## config.mk

```make
export PLATFORM = sky130hd
export DESIGN_NAME = mul_share_arbiter
export DESIGN_NICKNAME = d
export VERILOG_FILES = /design/src/rtl/mul_share_arbiter.sv
export SDC_FILE = /design/constraint.sdc
export NUM_CORES = 1
export LEC_CHECK = 0
export ABC_AREA = 1
export CORE_ASPECT_RATIO = 1.2
export CORE_MARGIN = 3
export CORE_UTILIZATION = 30
export DETAILED_ROUTE_END_ITERATION = 10
export MAX_ROUTING_LAYER = met4
export PLACE_DENSITY_LB_ADDON = 0.1
export SLEW_MARGIN = 20
export SYNTH_ARGS = -nofsm -noshare
export SYNTH_HDL_FRONTEND = slang
export SYNTH_SLANG_ARGS = --single-unit
```

## constraint.sdc

```tcl
create_clock -name clk -period 5.5 [get_ports clk]
set_input_delay 0.55 -clock clk [delete_from_list [all_inputs] [get_ports clk]]
set_output_delay 0.55 -clock clk [all_outputs]
set_load 0.1 [all_outputs]
```

## src/rtl/mul_share_arbiter.sv

```systemverilog
// mul_share_arbiter: round-robin shared unsigned 8x8->16 multiplier with a LAT-stage tagged pipeline.
// Optional per-requester saturating accept counters when MUL_SHARE_ARB_STATS_EN is defined.
`default_nettype none

module mul_share_arbiter #(
  parameter int NREQ = 4,
  parameter int LAT  = 2,
  parameter int IDW  = 2
) (
  input  logic                clk,
  input  logic                rst_n,
  input  logic [NREQ-1:0]     req_valid,
  output logic [NREQ-1:0]     req_ready,
  input  logic [8*NREQ-1:0]   req_a,
  input  logic [8*NREQ-1:0]   req_b,
  output logic                rsp_valid,
  input  logic                rsp_ready,
  output logic [IDW-1:0]      rsp_id,
  output logic [15:0]         rsp_product
`ifdef MUL_SHARE_ARB_STATS_EN
  ,
  input  logic                stat_clr,
  output logic [16*NREQ-1:0]  stat_cnt
`endif
);

  logic [IDW-1:0] rr_ptr;
  logic [IDW-1:0] grant;
  logic           any_valid;
  logic           adv;
  logic           accept;
  logic [7:0]     a_sel;
  logic [7:0]     b_sel;

  assign adv       = !rsp_valid | rsp_ready;
  assign any_valid = |req_valid;
  assign accept    = rst_n & adv & any_valid;
  assign req_ready = accept ? (NREQ'(1) << grant) : '0;
  assign a_sel     = req_a[8*grant +: 8];
  assign b_sel     = req_b[8*grant +: 8];

  // Scan from the far end so the last hit is the nearest index at or after rr_ptr.
  always_comb begin
    grant = '0;
    for (int k = NREQ - 1; k >= 0; k--) begin
      if (req_valid[(int'(rr_ptr) + k) % NREQ]) grant = IDW'((int'(rr_ptr) + k) % NREQ);
    end
  end

  always_ff @(posedge clk) begin
    if (!rst_n) begin
      rr_ptr <= '0;
    end else if (accept) begin
      rr_ptr <= (grant == IDW'(NREQ - 1)) ? '0 : grant + 1'b1;
    end
  end

  logic           in_valid;
  logic [IDW-1:0] in_id;
  logic [7:0]     in_a;
  logic [7:0]     in_b;
  logic [15:0]    in_prod;

  generate
    if (LAT == 1) begin : g_direct
      assign in_valid = accept;
      assign in_id    = grant;
      assign in_a     = a_sel;
      assign in_b     = b_sel;
    end else begin : g_pipe
      logic [LAT-2:0] v_q;
      logic [IDW-1:0] id_q [LAT-1];
      logic [7:0]     a_q  [LAT-1];
      logic [7:0]     b_q  [LAT-1];

      always_ff @(posedge clk) begin
        if (!rst_n) begin
          v_q <= '0;
        end else if (adv) begin
          v_q[0] <= accept;
          for (int i = 1; i < LAT - 1; i++) v_q[i] <= v_q[i-1];
        end
      end

      // Operand fields need no reset; they are qualified by v_q.
      always_ff @(posedge clk) begin
        if (adv) begin
          id_q[0] <= grant;
          a_q[0]  <= a_sel;
          b_q[0]  <= b_sel;
          for (int i = 1; i < LAT - 1; i++) begin
            id_q[i] <= id_q[i-1];
            a_q[i]  <= a_q[i-1];
            b_q[i]  <= b_q[i-1];
          end
        end
      end

      assign in_valid = v_q[LAT-2];
      assign in_id    = id_q[LAT-2];
      assign in_a     = a_q[LAT-2];
      assign in_b     = b_q[LAT-2];
    end
  endgenerate

  assign in_prod = 16'(in_a) * 16'(in_b);

  always_ff @(posedge clk) begin
    if (!rst_n) begin
      rsp_valid   <= 1'b0;
      rsp_id      <= '0;
      rsp_product <= '0;
    end else if (adv) begin
      rsp_valid <= in_valid;
      if (in_valid) begin
        rsp_id      <= in_id;
        rsp_product <= in_prod;
      end
    end
  end

`ifdef MUL_SHARE_ARB_STATS_EN
  generate
    for (genvar i = 0; i < NREQ; i++) begin : g_stat
      always_ff @(posedge clk) begin
        if (!rst_n || stat_clr) begin
          stat_cnt[16*i +: 16] <= '0;
        end else if (accept && grant == IDW'(i) && stat_cnt[16*i +: 16] != 16'hFFFF) begin
          stat_cnt[16*i +: 16] <= stat_cnt[16*i +: 16] + 16'd1;
        end
      end
    end
  endgenerate
`endif

endmodule

`default_nettype wire

```

==> results.yml, run 1 <==
status:
  status: "finished clean"
clock_tree:
  cts_tree: "done"
  cts_root_buf: "clkbuf_16"
  htreeDepth: 2
  cts_hold_buf: 0
  clock_sinks: 40
  postCtsSetupBuffers: 0
  ctsResizeCount: 0
  numCtsBuffers: 5
  clk_path_buf_depth: 2
  path_clk_slew_ps: 60
  clkLatencyLatePin_ps: 290
grt:
  grt_antenna_before_repair: 0
  gr-total-overflow: 0
  grt_use_total_pct: 14.8
  first_global_vias: 4332
  grt_max_degree: 38
  grt_pass1_wl_mm: 20.5
setup_path:
  critPathRequiredTime_ps: 5690
  crit-reg2reg-launch: "g_pipe.a_q[0][0]"
  crit_start: "g_pipe.a_q[0][0]"
  crit_end: "rsp_product[14]"
  critPathCaptureType: "flop"
  crit_path_max_fanout: 8
  crit_path_start_kind: "flop"
  crit_type: "flop to flop"
  rrSetupSlack_ps: 1250
  r2r_end: "rsp_product[14]"
  rr_worst_depth: 19
  cp.arrival_ps: 4440
detailed_routing:
  ant_nets: 0
  wirelength_mm: 11.9
  wl_per_cell_um: 12.1
  drc: 0
  first_pass_iters: 4
  vias: 4242
  first_iter_violations: 207
  via_per_inst: 4.32
timing:
  fmax_mhz: 235
  rsz0062_at_grt: "false"
  fin_crit_ps: 4250
  finalClockSkew_ps: 5.54
  worstMarginPinSlew_ps: 989
  drv_slew: 0
  post-route-period-util_pct: 77.3
  hold_violations: 0
  finalSetupTns_ps: 0
  setup_viol: 0
  slew_headroom_pct: 33.9
hold_path:
  hp-class: "flop to flop"
synthesis:
  synth_cells: 709
  synth_area_leaders: "inv_1, fa_1, nand2_1"
  ys_types: 30
  async_flop_share_pct: 0
  netlist.area_leader.share_pct: 16.3
  netlist_top_cells_count: "inv_1, nand2_1, nand3_1"
  synth_nets: 856
  yosysTopAreaCell: "inv_1"
  syn_area_um2: 4750
  synth.avg_cell_area_um2: 6.70
  ys.flop_type: "dfxtp_1"
  ys_ff_latch: 40
  ys_seq_area_share_pct: 20.6
  synth_most_common_cell: "inv_1"
  yosysWarnings: 0
  synth_edf_count: 18
die:
  fp.dieW_um: 121
  rows: 49
  ioPinCount: 94
  die_y_um: 144
  core_um2: 15300
  dieArea_um2: 17400
  start_util_pct: 31.1
layout:
  n_antenna_cell: 0
  syn2layout_area_growth_pct: 25.0
  final_nets: 925
  fill_cells: 1659
  drive_gt1_share_pct: 3.72
run:
  cap_violations: 0
place:
  gp_congestion: 0.874
  io_buffers: 93
  dpl.hpwl_mm: 9.95
## metrics by stage
step                      cell area (µm²)  cells  utilization (%)  hold WS [ps]  setup slack [ps]
after detailed placement             5780    975             37.8           465              1190
after global routing                 5940    983             38.9           501               957
after CTS                            5940    983             38.9           475              1190
after floorplan                      4750    709                -           447              1570
final                                5940    983             38.9           472              1250
after global placement               5780    975             37.8           466              1170
## cell type report
cell class	instances	area, µm²	area share (%)
multi-input combinational	426	2810	47.3
sequential	40	981	16.5
clock inverter	2	12.5	0.211
inverter	210	793	13.4
timing repair buffer	95	936	15.8
clock buffer	6	150	2.53
tap	204	255	4.30
## logic make-up (layout without fill, tap and decap cells)
| logic type | Yosys count | count (layout) | synth area share (%) |
|---|---|---|---|
| adder cells (fa/ha/maj) | 76 | 76 | 25.7 |
| buffers and inverters | 243 | 313 | 20.2 |
| flip-flops | 40 | 40 | 20.6 |
| XOR/XNOR | 8 | 8 | 1.47 |
| AO/OA/AOI/OAI | 37 | 37 | 4.61 |
| AND/OR/NAND/NOR | 305 | 305 | 27.4 |
## placed cells by master (no fill, tap or decap), types with 2 or more instances in the layout
cell | netlist | routed
inv_1 | 207 | 207
nand2_1 | 172 | 172
clkdlybuf4s50_1 | 0 | 89
nand3_1 | 78 | 78
nor2_1 | 40 | 40
ha_1 | 40 | 40
fa_1 | 36 | 36
dfxtp_1 | 22 | 22
edfxtp_1 | 18 | 18
o21ai_0 | 17 | 17
a21oi_1 | 9 | 9
xor2_1 | 7 | 7
nand2_2 | 6 | 6
clkbuf_16 | 0 | 6
buf_4 | 3 | 6
a31oi_1 | 5 | 5
nand3_2 | 4 | 4
nor3_1 | 2 | 2
inv_2 | 2 | 2
nand2_4 | 2 | 2
a21o_1 | 2 | 2
## per-layer routing
layer | up-vias | GRT usage [%] | share of wire, %
met3 | 9 | 1.46 | 3.5
met4 | 0 | 3.76 | 1.1
met1 | 1926 | 18.8 | 44
met2 | 93 | 25.4 | 51
li1 | 2214 | - | -
met5 | - | - | 0
## worst max-delay path, stage by stage (launching register included)
cell and delay [ps]:
edfxtp_1 580, nand2_1 140, fa_1 520, fa_1 550
inv_1 60, fa_1 530, inv_1 50, fa_1 530
inv_1 40, ha_1 350, nand2_1 90, nand2_1 70
a31oi_1 130, nand2_1 110, nand2_1 100, nand2_1 50
nand2_1 60, nand3_1 70, nand2_1 90, inv_1 30
## how the worst min path moves through the flow
stage,startpoint,end,cells past startpoint
floorplan,g_pipe.id_q[0][0],rsp_id[0],2
global placement,rsp_product[0],rsp_product[0],2
detailed placement,rsp_product[0],rsp_product[0],2
CTS,rsp_product[0],rsp_product[0],2
global route,rsp_product[0],rsp_product[0],2
finish,rsp_product[0],rsp_product[0],2
## sequential cells by signal, summed over array words and instances (netlist names)
name	cells
g_pipe.id_q	2
rr_ptr	2
rsp_id	2
rsp_product	16
rsp_valid	1
g_pipe.a_q	8
g_pipe.v_q	1
g_pipe.b_q	8
Power of run 1 is not shown: default switching activity piles up to over one toggle a cycle in this logic, so the estimate is an artifact.
==> inputs of run 2 (changes only) <==
==> constraint.sdc (replaced) <==
create_clock -name clk -period 4.1 [get_ports clk]
set_input_delay 0.41 -clock clk [delete_from_list [all_inputs] [get_ports clk]]
set_output_delay 0.41 -clock clk [all_outputs]
set_load 0.1 [all_outputs]
==> results.yml, run 2 (synthesis results as in run 1) <==
detailed_routing:
  first_iter_violations: 145
  first_pass_iters: 4
  wl_per_cell_um: 12.3
  wirelength_mm: 12.5
  drc: 0
  met1_length_mm: 5.65
  vias: 4403
  top_layer: "met4"
  ant_nets: 0
  via_per_inst: 4.33
  wl_met2_mm: 6.37
  met3_length_um: 339
setup_path:
  crit-reg2reg-launch: "g_pipe.b_q[0][5]"
  critPathCaptureType: "flop"
  crit_path_max_fanout: 5
  crit_path_start_kind: "flop"
  crit_start: "g_pipe.b_q[0][5]"
  rrSetupSlack_ps: 170
  crit_type: "flop to flop"
  rr_worst_depth: 19
  cp.arrival_ps: 4120
  crit_end: "rsp_product[15]"
  r2r_end: "rsp_product[15]"
  critPathRequiredTime_ps: 4290
die:
  die_y_um: 144
  rows: 49
  ioPinCount: 94
  fp.dieW_um: 121
  dieArea_um2: 17400
  start_util_pct: 31.1
  core_um2: 15300
hold_path:
  hp-class: "flop to flop"
place:
  io_buffers: 93
  placed_cell_area_um2: 5940
  dpl.hpwl_mm: 10.2
  gp_congestion: 0.845
layout:
  syn2layout_area_growth_pct: 33.8
  largest_register_ffs: 16
  final_core_util_pct: 41.7
  n_antenna_cell: 0
  largest-register: "rsp_product"
  fill_cells: 1612
  reg_top3: "rsp_product (16), g_pipe.a_q (8), g_pipe.b_q (8)"
  final_design_area_no_fill_um2: 6360
  layout_commonest_cell: "inv_1"
  drive_gt1_share_pct: 11.1
  final_nets: 959
  layout_common_cells: "inv_1, nand2_1, clkdlybuf4s50_1"
timing:
  drv_slew: 0
  worstMarginPinSlew_ps: 998
  finalClockSkew_ps: 9.64
  fin_crit_ps: 3930
  fmax_mhz: 255
  finalSetupTns_ps: 0
  hold_violations: 0
  post-route-period-util_pct: 95.8
  slew_headroom_pct: 33.3
  setup_viol: 0
clock_tree:
  htreeDepth: 2
  cts_root_buf: "clkbuf_16"
  clkLatencyLatePin_ps: 290
  cts_tree: "done"
  numCtsBuffers: 5
  clk_path_buf_depth: 2
  path_clk_slew_ps: 60
  clock_sinks: 40
run:
  cap_violations: 0
grt:
  grt_pass1_wl_mm: 20.4
  gr-total-overflow: 0
  grt_antenna_before_repair: 0
  grt_max_degree: 38
  grt_use_total_pct: 14.9
  first_global_vias: 4290
status:
  status: "finished clean"
## run 2: cell count changes in the layout (fill, tap and decap cells not counted), sizes merged
cell / change
buf: +34
clkinv: -1
inv: +1
## run 2: worst min-delay path by stage
stage	startpoint	endpoint	slack [ps]	cells past startpoint
detailed placement	g_pipe.id_q[0][0]	rsp_id[0]	460	2
global route	g_pipe.id_q[0][1]	rsp_id[1]	510	2
global placement	rsp_product[0]	rsp_product[0]	460	2
CTS	g_pipe.id_q[0][0]	rsp_id[0]	480	2
floorplan	g_pipe.id_q[0][0]	rsp_id[0]	450	2
finish	g_pipe.id_q[0][0]	rsp_id[0]	480	2
## run 2: final cells by class
class / instances / area (µm²) / area share [%]
multi-input cells: 426 / 2950 / 46.3
clock inverters: 2 / 11.3 / 0.177
flip-flops and latches: 40 / 981 / 15.4
clock buffers: 6 / 129 / 2.03
well taps: 204 / 255 / 4.01
inverters: 210 / 793 / 12.5
repair buffers: 129 / 1240 / 19.6
## run 2: metrics by stage
stage,hold WS [ps],cells,setup slack (ps)
finish,476,1017,173
global route,505,1017,-12.4
CTS,480,999,3.68
detailed placement,463,990,11.3
global placement,463,990,36.8
floorplan,447,709,169
## run 2: worst max-delay path, cell delays in order, from the launching register on
cell	delay, ps
edfxtp_1	480
buf_6	160
nand2_1	50
inv_1	60
fa_2	560
fa_1	430
fa_1	490
inv_1	50
fa_1	490
inv_2	50
ha_4	230
a21o_1	210
a21oi_2	150
nand2_2	80
nand2_2	60
nand2_1	40
nand2_1	50
nand3_1	60
nand2_1	80
inv_1	40
## run 2: repair_timing
action | CTS | global route
pin swaps | 0 | 26
buffers inserted | 1 | 18
hold buffers | 0 | 0
resized for setup | 0 | 35
endpoints found under the setup margin | 1 | 8
hold endpoints to repair | 0 | 0
## run 2: per-layer routing
metal | up-vias | global-route usage, %
met2 | 82 | 25.9
met3 | 7 | 1.30
li1 | 2281 | -
met1 | 2033 | 18.8
met5 | - | -
met4 | 0 | 3.22
Power of run 2 is left out for the same reason.
